## config.mk

```make
export PLATFORM = sky130hd
export DESIGN_NAME = regbank_wb_arbiter
export DESIGN_NICKNAME = d
export VERILOG_FILES = /design/src/rtl/regbank_wb_arbiter.sv
export SDC_FILE = /design/constraint.sdc
export NUM_CORES = 1
export LEC_CHECK = 0
export ABC_AREA = 1
export CELL_PAD_IN_SITES_DETAIL_PLACEMENT = 0
export CELL_PAD_IN_SITES_GLOBAL_PLACEMENT = 1
export CORE_MARGIN = 1.5
export CORE_UTILIZATION = 33
export CTS_CLUSTER_SIZE = 25
export DETAILED_ROUTE_END_ITERATION = 8
export PLACE_DENSITY = 0.78
export SLEW_MARGIN = 20
export SYNTH_ARGS = -nofsm -noshare
export SYNTH_HDL_FRONTEND = slang
export SYNTH_SLANG_ARGS = --single-unit
```

## constraint.sdc

```tcl
create_clock -name clk -period 1.8 [get_ports clk]
set_clock_uncertainty 0.1 [all_clocks]
set_input_delay 0.36 -clock clk [delete_from_list [all_inputs] [get_ports clk]]
set_output_delay 0.36 -clock clk [all_outputs]
set_load 0.01 [all_outputs]
```

## src/rtl/regbank_wb_arbiter.sv

```systemverilog
// regbank_wb_arbiter
//   Shares the single reg_bank write port between the in-order pipeline
//   writeback and the multi-cycle MDU. The pipeline always wins. A busy
//   scoreboard of outstanding MDU destinations drives the ID-stage hazard
//   stall. A starvation counter forces a pipeline hold so that a waiting MDU
//   result is eventually written.
//
//   Ports
//     clk, rst_n                      clock, async active-low reset
//     pipe_wen_i/waddr_i/wdata_i      pipeline writeback request (never back-pressured)
//     mdu_valid_i/waddr_i/wdata_i     MDU result, held until mdu_ready_o
//     mdu_ready_o                     MDU write granted this cycle (combinational)
//     issue_en_i, issue_rd_i          MDU op issued from ID, marks rd busy
//     rs1_addr_i, rs2_addr_i          ID source registers
//     id_wen_i, id_rd_i               ID destination register
//     stall_o                         ID hazard stall (combinational)
//     pipe_hold_o                     pipeline must not write next cycle
//     reg_wen_o/waddr_o/wdata_o       registered reg_bank write port
//
//   state | meaning
//   IDLE  | no MDU result waiting, or it was granted on first try
//   WAIT  | MDU result valid but losing to the pipeline, wait_cnt counts losses
//   HOLD  | loss limit reached, pipeline held until the MDU result is written

module regbank_wb_arbiter #(
  parameter int WORD_WIDTH = 32,
  parameter int ADDR_WIDTH = 5,
  parameter int MAX_WAIT   = 4
) (
  input  logic                  clk,
  input  logic                  rst_n,
  input  logic                  pipe_wen_i,
  input  logic [ADDR_WIDTH-1:0] pipe_waddr_i,
  input  logic [WORD_WIDTH-1:0] pipe_wdata_i,
  input  logic                  mdu_valid_i,
  input  logic [ADDR_WIDTH-1:0] mdu_waddr_i,
  input  logic [WORD_WIDTH-1:0] mdu_wdata_i,
  output logic                  mdu_ready_o,
  input  logic                  issue_en_i,
  input  logic [ADDR_WIDTH-1:0] issue_rd_i,
  input  logic [ADDR_WIDTH-1:0] rs1_addr_i,
  input  logic [ADDR_WIDTH-1:0] rs2_addr_i,
  input  logic                  id_wen_i,
  input  logic [ADDR_WIDTH-1:0] id_rd_i,
  output logic                  stall_o,
  output logic                  pipe_hold_o,
  output logic                  reg_wen_o,
  output logic [ADDR_WIDTH-1:0] reg_waddr_o,
  output logic [WORD_WIDTH-1:0] reg_wdata_o
);

  localparam int NREGS = 2 ** ADDR_WIDTH;
  localparam int CNT_W = $clog2(MAX_WAIT + 1);
  localparam logic [CNT_W-1:0] CNT_MAX = CNT_W'(MAX_WAIT);
  localparam logic [CNT_W-1:0] CNT_ONE = CNT_W'(1);

  typedef enum logic [1:0] {ST_IDLE, ST_WAIT, ST_HOLD} state_t;

  state_t                  state_q, state_d;
  logic [CNT_W-1:0]        wait_cnt_q, wait_cnt_d;
  logic [NREGS-1:0]        busy_q, busy_d;
  logic                    reg_wen_q, reg_wen_d;
  logic [ADDR_WIDTH-1:0]   reg_waddr_q, reg_waddr_d;
  logic [WORD_WIDTH-1:0]   reg_wdata_q, reg_wdata_d;

  logic pw;
  logic grant_mdu;
  logic raw_hit, waw_hit, inflight_hit;

  // x0 writes from the pipeline are dropped here so they cannot block the MDU
  assign pw          = pipe_wen_i && (pipe_waddr_i != '0);
  assign mdu_ready_o = mdu_valid_i && !pw;
  assign grant_mdu   = mdu_valid_i && mdu_ready_o;

  always_comb begin
    reg_wen_d   = 1'b0;
    reg_waddr_d = reg_waddr_q;
    reg_wdata_d = reg_wdata_q;
    if (pw) begin
      reg_wen_d   = 1'b1;
      reg_waddr_d = pipe_waddr_i;
      reg_wdata_d = pipe_wdata_i;
    end else if (grant_mdu) begin
      reg_wen_d   = (mdu_waddr_i != '0);
      reg_waddr_d = mdu_waddr_i;
      reg_wdata_d = mdu_wdata_i;
    end
  end

  // Set is applied after clear so a new issue to the same rd survives the
  // retirement of the previous op to that rd.
  always_comb begin
    busy_d = busy_q;
    if (grant_mdu) busy_d[mdu_waddr_i] = 1'b0;
    if (issue_en_i && (issue_rd_i != '0)) busy_d[issue_rd_i] = 1'b1;
    busy_d[0] = 1'b0;
  end

  always_comb begin
    state_d    = state_q;
    wait_cnt_d = wait_cnt_q;
    case (state_q)
      ST_IDLE: begin
        if (mdu_valid_i && !grant_mdu) begin
          state_d    = ST_WAIT;
          wait_cnt_d = CNT_ONE;
        end
      end
      ST_WAIT: begin
        if (grant_mdu || !mdu_valid_i) begin
          state_d    = ST_IDLE;
          wait_cnt_d = '0;
        end else begin
          if (wait_cnt_q != CNT_MAX) wait_cnt_d = wait_cnt_q + CNT_ONE;
          if (wait_cnt_d == CNT_MAX) state_d = ST_HOLD;
        end
      end
      ST_HOLD: begin
        // a pipe write during HOLD still wins; we simply keep holding
        if (grant_mdu || !mdu_valid_i) begin
          state_d    = ST_IDLE;
          wait_cnt_d = '0;
        end
      end
      default: begin
        state_d    = ST_IDLE;
        wait_cnt_d = '0;
      end
    endcase
  end

  always_ff @(posedge clk or negedge rst_n) begin
    if (!rst_n) begin
      state_q     <= ST_IDLE;
      wait_cnt_q  <= '0;
      busy_q      <= '0;
      reg_wen_q   <= 1'b0;
      reg_waddr_q <= '0;
      reg_wdata_q <= '0;
    end else begin
      state_q     <= state_d;
      wait_cnt_q  <= wait_cnt_d;
      busy_q      <= busy_d;
      reg_wen_q   <= reg_wen_d;
      reg_waddr_q <= reg_waddr_d;
      reg_wdata_q <= reg_wdata_d;
    end
  end

  // busy[0] is held at 0, so index 0 can never raise a scoreboard hazard
  assign raw_hit      = busy_q[rs1_addr_i] | busy_q[rs2_addr_i];
  assign waw_hit      = id_wen_i & busy_q[id_rd_i];
  // the reg_bank write lands one cycle after arbitration, cover that gap
  assign inflight_hit = reg_wen_q && (reg_waddr_q != '0) &&
                        ((reg_waddr_q == rs1_addr_i) || (reg_waddr_q == rs2_addr_i));
  assign stall_o      = raw_hit | waw_hit | inflight_hit;

  assign pipe_hold_o  = (state_q == ST_HOLD);
  assign reg_wen_o    = reg_wen_q;
  assign reg_waddr_o  = reg_waddr_q;
  assign reg_wdata_o  = reg_wdata_q;

endmodule

```

# Word-level counts from Yosys, hierarchy flattened
# Index checks and enable logic that the tools add are counted.
# classes
n_reduce_logical,22
bitwise_logic,7
eq_ne,9
muxes,30
addsub,1
order_cmp,7
# op_table
cell,n
$mux W32,4
$and A32 B32 Y32,1
$not A32 Y32,1
$or A32 B32 Y32,1
$lt A5 B6 Y1 const B,5
$reduce_bool A5 Y1,4
$mux W3,6
$bmux W1 S5,3
$demux W1 S5,2
$eq A5 B5 Y1,2
$ge A5 B1 Y1 const B,2
$mux W5,2
$logic_and A1 B1 Y1,9
$pmux W3 S3,1
$mux W2,4
$mux W1,7
$ne A3 B3 Y1 const B,2
$pmux W2 S3,1
$add A3 B1 Y3 const B,1
$eq A3 B3 Y1 const B,1
$logic_not A1 Y1,3
$or A1 B1 Y1,3
$reduce_and A3 Y1,1
$eq A2 B1 Y1 const B,1
8 further kinds,9
# totals
regBits,74
in_bits,100
output_inout_bits,41
elab_cells,82

# Logic depth before layout (Yosys ltp)
# logic_depth
ltp_word,12
ltp_mapped,11
ltp_nobuf,10

# Least setup slack after synthesis
# OpenSTA, ideal clock, no wires.
# synth_path
kind,input -> output
start,in id_rd_i[1]
end,out stall_o
arrival_ns,1.270
required_ns,1.340
slack_ns,0.070
path_stages,9
n_path_buf,1
cell_sequence,buf_2 clkinv_1 a21oi_1 o21ai_0 nand2_1 nand3_1 nand3_1 nand3_1 nand3_1
# synth_between
elab_chain_len,5
# synth_lines
element,line_no,source
from (decl),44,"input logic [ADDR_WIDTH-1:0] id_rd_i,"
$bmux W1 S5,152,assign waw_hit = id_wen_i & busy_q[id_rd_i];
$mux W1 (implied by the code),152,
$and A1 B1 Y1,152,
$or A1 B1 Y1 (2 in a row),156,assign stall_o = raw_hit | waw_hit | inflight_hit;
to (decl),45,"output logic stall_o,"
# Every way passes these cells. The select of a mux whose other input is x is not followed.

# Final worst setup path
# layout_path
start,reg busy_q[3]
end,out stall_o
# layout_between
elab_chain_len,5
word_cells_on_any_way,10
cone_classes,6 x mux; 4 x bitwise
# layout_lines
element,line_no,source
from (decl),61,"logic [NREGS-1:0] busy_q, busy_d;"
from (signal assigned),143,busy_q <= busy_d;
$bmux W1 S5 (on tied branches),"151, 152",
$mux W1 (on tied branches),"151, 152",
$or A1 B1 Y1 or $and A1 B1 Y1 (tied branches),"151, 152",
$or A1 B1 Y1 * (2 in a row),156,
# Mark *: on every way between the ends. The rest lies on a longest branch, timed or not. The select of a mux whose other input is x is not followed.

==> flow_summary.yaml <==
detailed_routing:
  wirelength_mm: 16.0
  wl_per_cell_um: 15.7
  drtIter0Drc: 358
  vias: 5129
  via_per_inst: 5.04
  first_pass_iters: 5
  post-route-drc-count: 0
  ant_nets: 0
timing:
  report.final.slew_viol_count: 0
  rsz0062_at_grt: "true"
  max_slew_margin_pct: 71.3
  setup-tns-final_ps: -252
  setup_violations: 1
  worst_pin_slew_ps: 430
  fmax_mhz: 487
  worst_slack_ps: -252
  hold_violations: 0
  fin_crit_sh_pct: 114
  holdWs_ps: 287
  period_needed_ps: 2050
run:
  cap_violations: 0
setup_path:
  worst_ep_required_time_ps: 1340
  arrival_ps: 1590
  critical-path-max-stage-delay_ps: 350
  slowest_stage: "dfrtp_1"
  startpoint_type: "flip-flop"
  crit_top_cell: "nand3_2"
  end_kind: "output port"
  critical_path_class: "flip-flop to output port"
  critPathMaxFanout: 3
  crit_chain: "inv_2, buf_4, a21oi_1, o21ai_1, nand2_1, nand3_2, nand3_2, nand3_2, nand3_1, buf_2"
clocking:
  clk_latency_ps: 330
  path_clk_slew_ps: 60
  cts_tree: "done"
  numCtsBuffers: 9
  cts_sinks: 74
  htreeDepth: 3
  clock-root-buffer: "clkbuf_16"
  cts_buffer_depth: 2
final_layout:
  stdcell_area_um2: 7000
  syn2layout_area_growth_pct: 57.1
  antenna_cells: 0
  nets: 939
  drive_gt1_share_pct: 18.2
synthesis:
  async_reset_ff_share_pct: 100
  yosysMostFrequentCell: "nand2_1"
  synth_top_cell_by_area: "dfrtp_1"
  syn-num-nets: 731
  avgSynthCellArea_um2: 7.08
  synth.top_cells.by_count: "nand2_1, nand3_1, dfrtp_1, inv_1, o21ai_1"
  synth_area_leaders: "dfrtp_1, nand2_1, nand3_1"
  synth.distinct_cells: 30
  yosysWarnings: 0
  ys_ff_latch: 74
  synth-seq-area-share_pct: 41.6
  synth_edf_count: 0
  synth_top_area_share_pct: 41.6
  netlist_area_um2: 4460
  synth_top_flop_cell: "dfrtp_1"
  syn_inst: 629
grt:
  antenna_found_initial: 0
  grt_pass1_vias: 5140
  grt_pass1_wl_mm: 25.7
  grt_usage_pct: 22.9
  grt_max_degree: 75
  overflow: 0
placement:
  hpwl_mm: 12.4
  routabilityCongestion: 0.989
  placed_cell_area_um2: 6460
  portBuffers: 140
  place_ws_ps: -938
worst_hold_path:
  hp-class: "input port to flip-flop"
power_and_ir_drop:
  power.density_nw_per_um2: 816
  total_power_mw: 5.71
  cellLeakagePower_nw: 3.26
  vdd_drop_max_v: 0.000447
run_status:
  violations: "negative setup slack"
  status: "finished, violations left"
die:
  boundaryPins: 141
  fp.dieW_um: 119
  core_area_um2: 13200
  die-area_um2: 14200
  initial_utilization_pct: 33.8
  placementRows: 42
  die_y_um: 119
routing by layer:
metal	GRT usage (%)	wire length [µm]
met1	28.3	6590
met2	39.1	7880
met3	5.36	1180
met4	7.91	372
met5	0	0
flip-flops by register name, indices dropped and copies added (netlist names):
| name | count |
|---|---|
| reg_waddr_o | 5 |
| reg_wdata_o | 32 |
| busy_q | 31 |
| state_q | 2 |
| reg_wen_o | 1 |
| wait_cnt_q | 3 |
final timing paths:
path                                                to  depth (start not counted)                   startpoint  slack, ps
setup / recovery                               stall_o                         10          busy_q[3]$_DFF_PN0_       -250
max in group asynchronous          busy_q[4]$_DFF_PN0_                          3                        rst_n        780
min in group asynchronous  reg_wdata_o[13]$_DFFE_PN0P_                          3                        rst_n        490
setup reg to reg                state_q[1]$_DFFE_PN0P_                          7    wait_cnt_q[0]$_DFFE_PN0P_        140
hold reg to reg            reg_wdata_o[30]$_DFFE_PN0P_                          2  reg_wdata_o[30]$_DFFE_PN0P_        390
hold / removal              reg_waddr_o[3]$_DFFE_PN0P_                          4              pipe_waddr_i[3]        290
cells by family (layout without fill, tap and decap cells):
logic type | Yosys count | after routing | synth area share, %
simple gates | 347 | 347 | 34.7
flops | 74 | 74 | 41.6
buf+inv | 93 | 306 | 8.90
xor+xnor | 5 | 5 | 0.983
fa+ha+maj | 2 | 2 | 0.562
compound gates | 108 | 108 | 13.3
cell type report:
| type | count | area, µm² |
|---|---|---|
| fillers | 1294 | 6190 |
| multi-input cells | 462 | 2310 |
| repair buffers | 218 | 2030 |
| flip-flops and latches | 74 | 1860 |
| inverters | 72 | 285 |
| clock buffers | 14 | 264 |
| well taps | 176 | 220 |
| clock inverters | 2 | 35.0 |
cell usage in the layout, fill, tap and decap left out, types with 3 or more instances in the layout:
cell / count
nand2_1: 197
clkdlybuf4s50_1: 114
nand3_1: 109
dfrtp_1: 71
buf_4: 68
o21ai_1: 51
inv_1: 47
dlygate4sd2_1: 19
inv_2: 18
o21ai_0: 18
nor2_1: 14
o211ai_1: 12
a21oi_1: 11
nand3_2: 9
clkbuf_16: 9
o21ai_2: 7
buf_6: 5
clkinv_2: 4
o221ai_1: 4
nand4_1: 3
nand2_2: 3
inv_4: 3
nor3_1: 3
xor2_1: 3
dfrtp_2: 3
clkbuf_1: 3
clkdlybuf4s15_2: 3
buf_12: 3
critical path, delay by kind of cell, from the launching register on:
kind	cells	cell delay [ps]
AOI/OAI and AO/OA	2	190
and+or+nand+nor	5	380
buffers and inverters	3	340
DFF	1	350
stage by stage:
stage,cells,utilization (%)
6_report,1018,53.1
5_1_grt,1018,53.1
3_5_place_dp,989,49.0
4_1_cts,1011,51.8
3_3_place_gp,989,49.0
2_1_floorplan,629,-
power breakdown:
part           switching, mW  internal [mW]  total [mW]
registers              0.265           1.93        2.19
clock network          0.659           1.15        1.81
logic                  0.881          0.834        1.71
repair_timing:
action                                  4_1_cts  5_1_grt
gates resized for setup                      62       35
pin swaps                                     8        8
endpoints found under the setup margin       24       55
hold buffers                                  1        0
hold endpoints to repair                     74        0
buffers inserted                              5        7
Power figures use the tool's default switching activity.
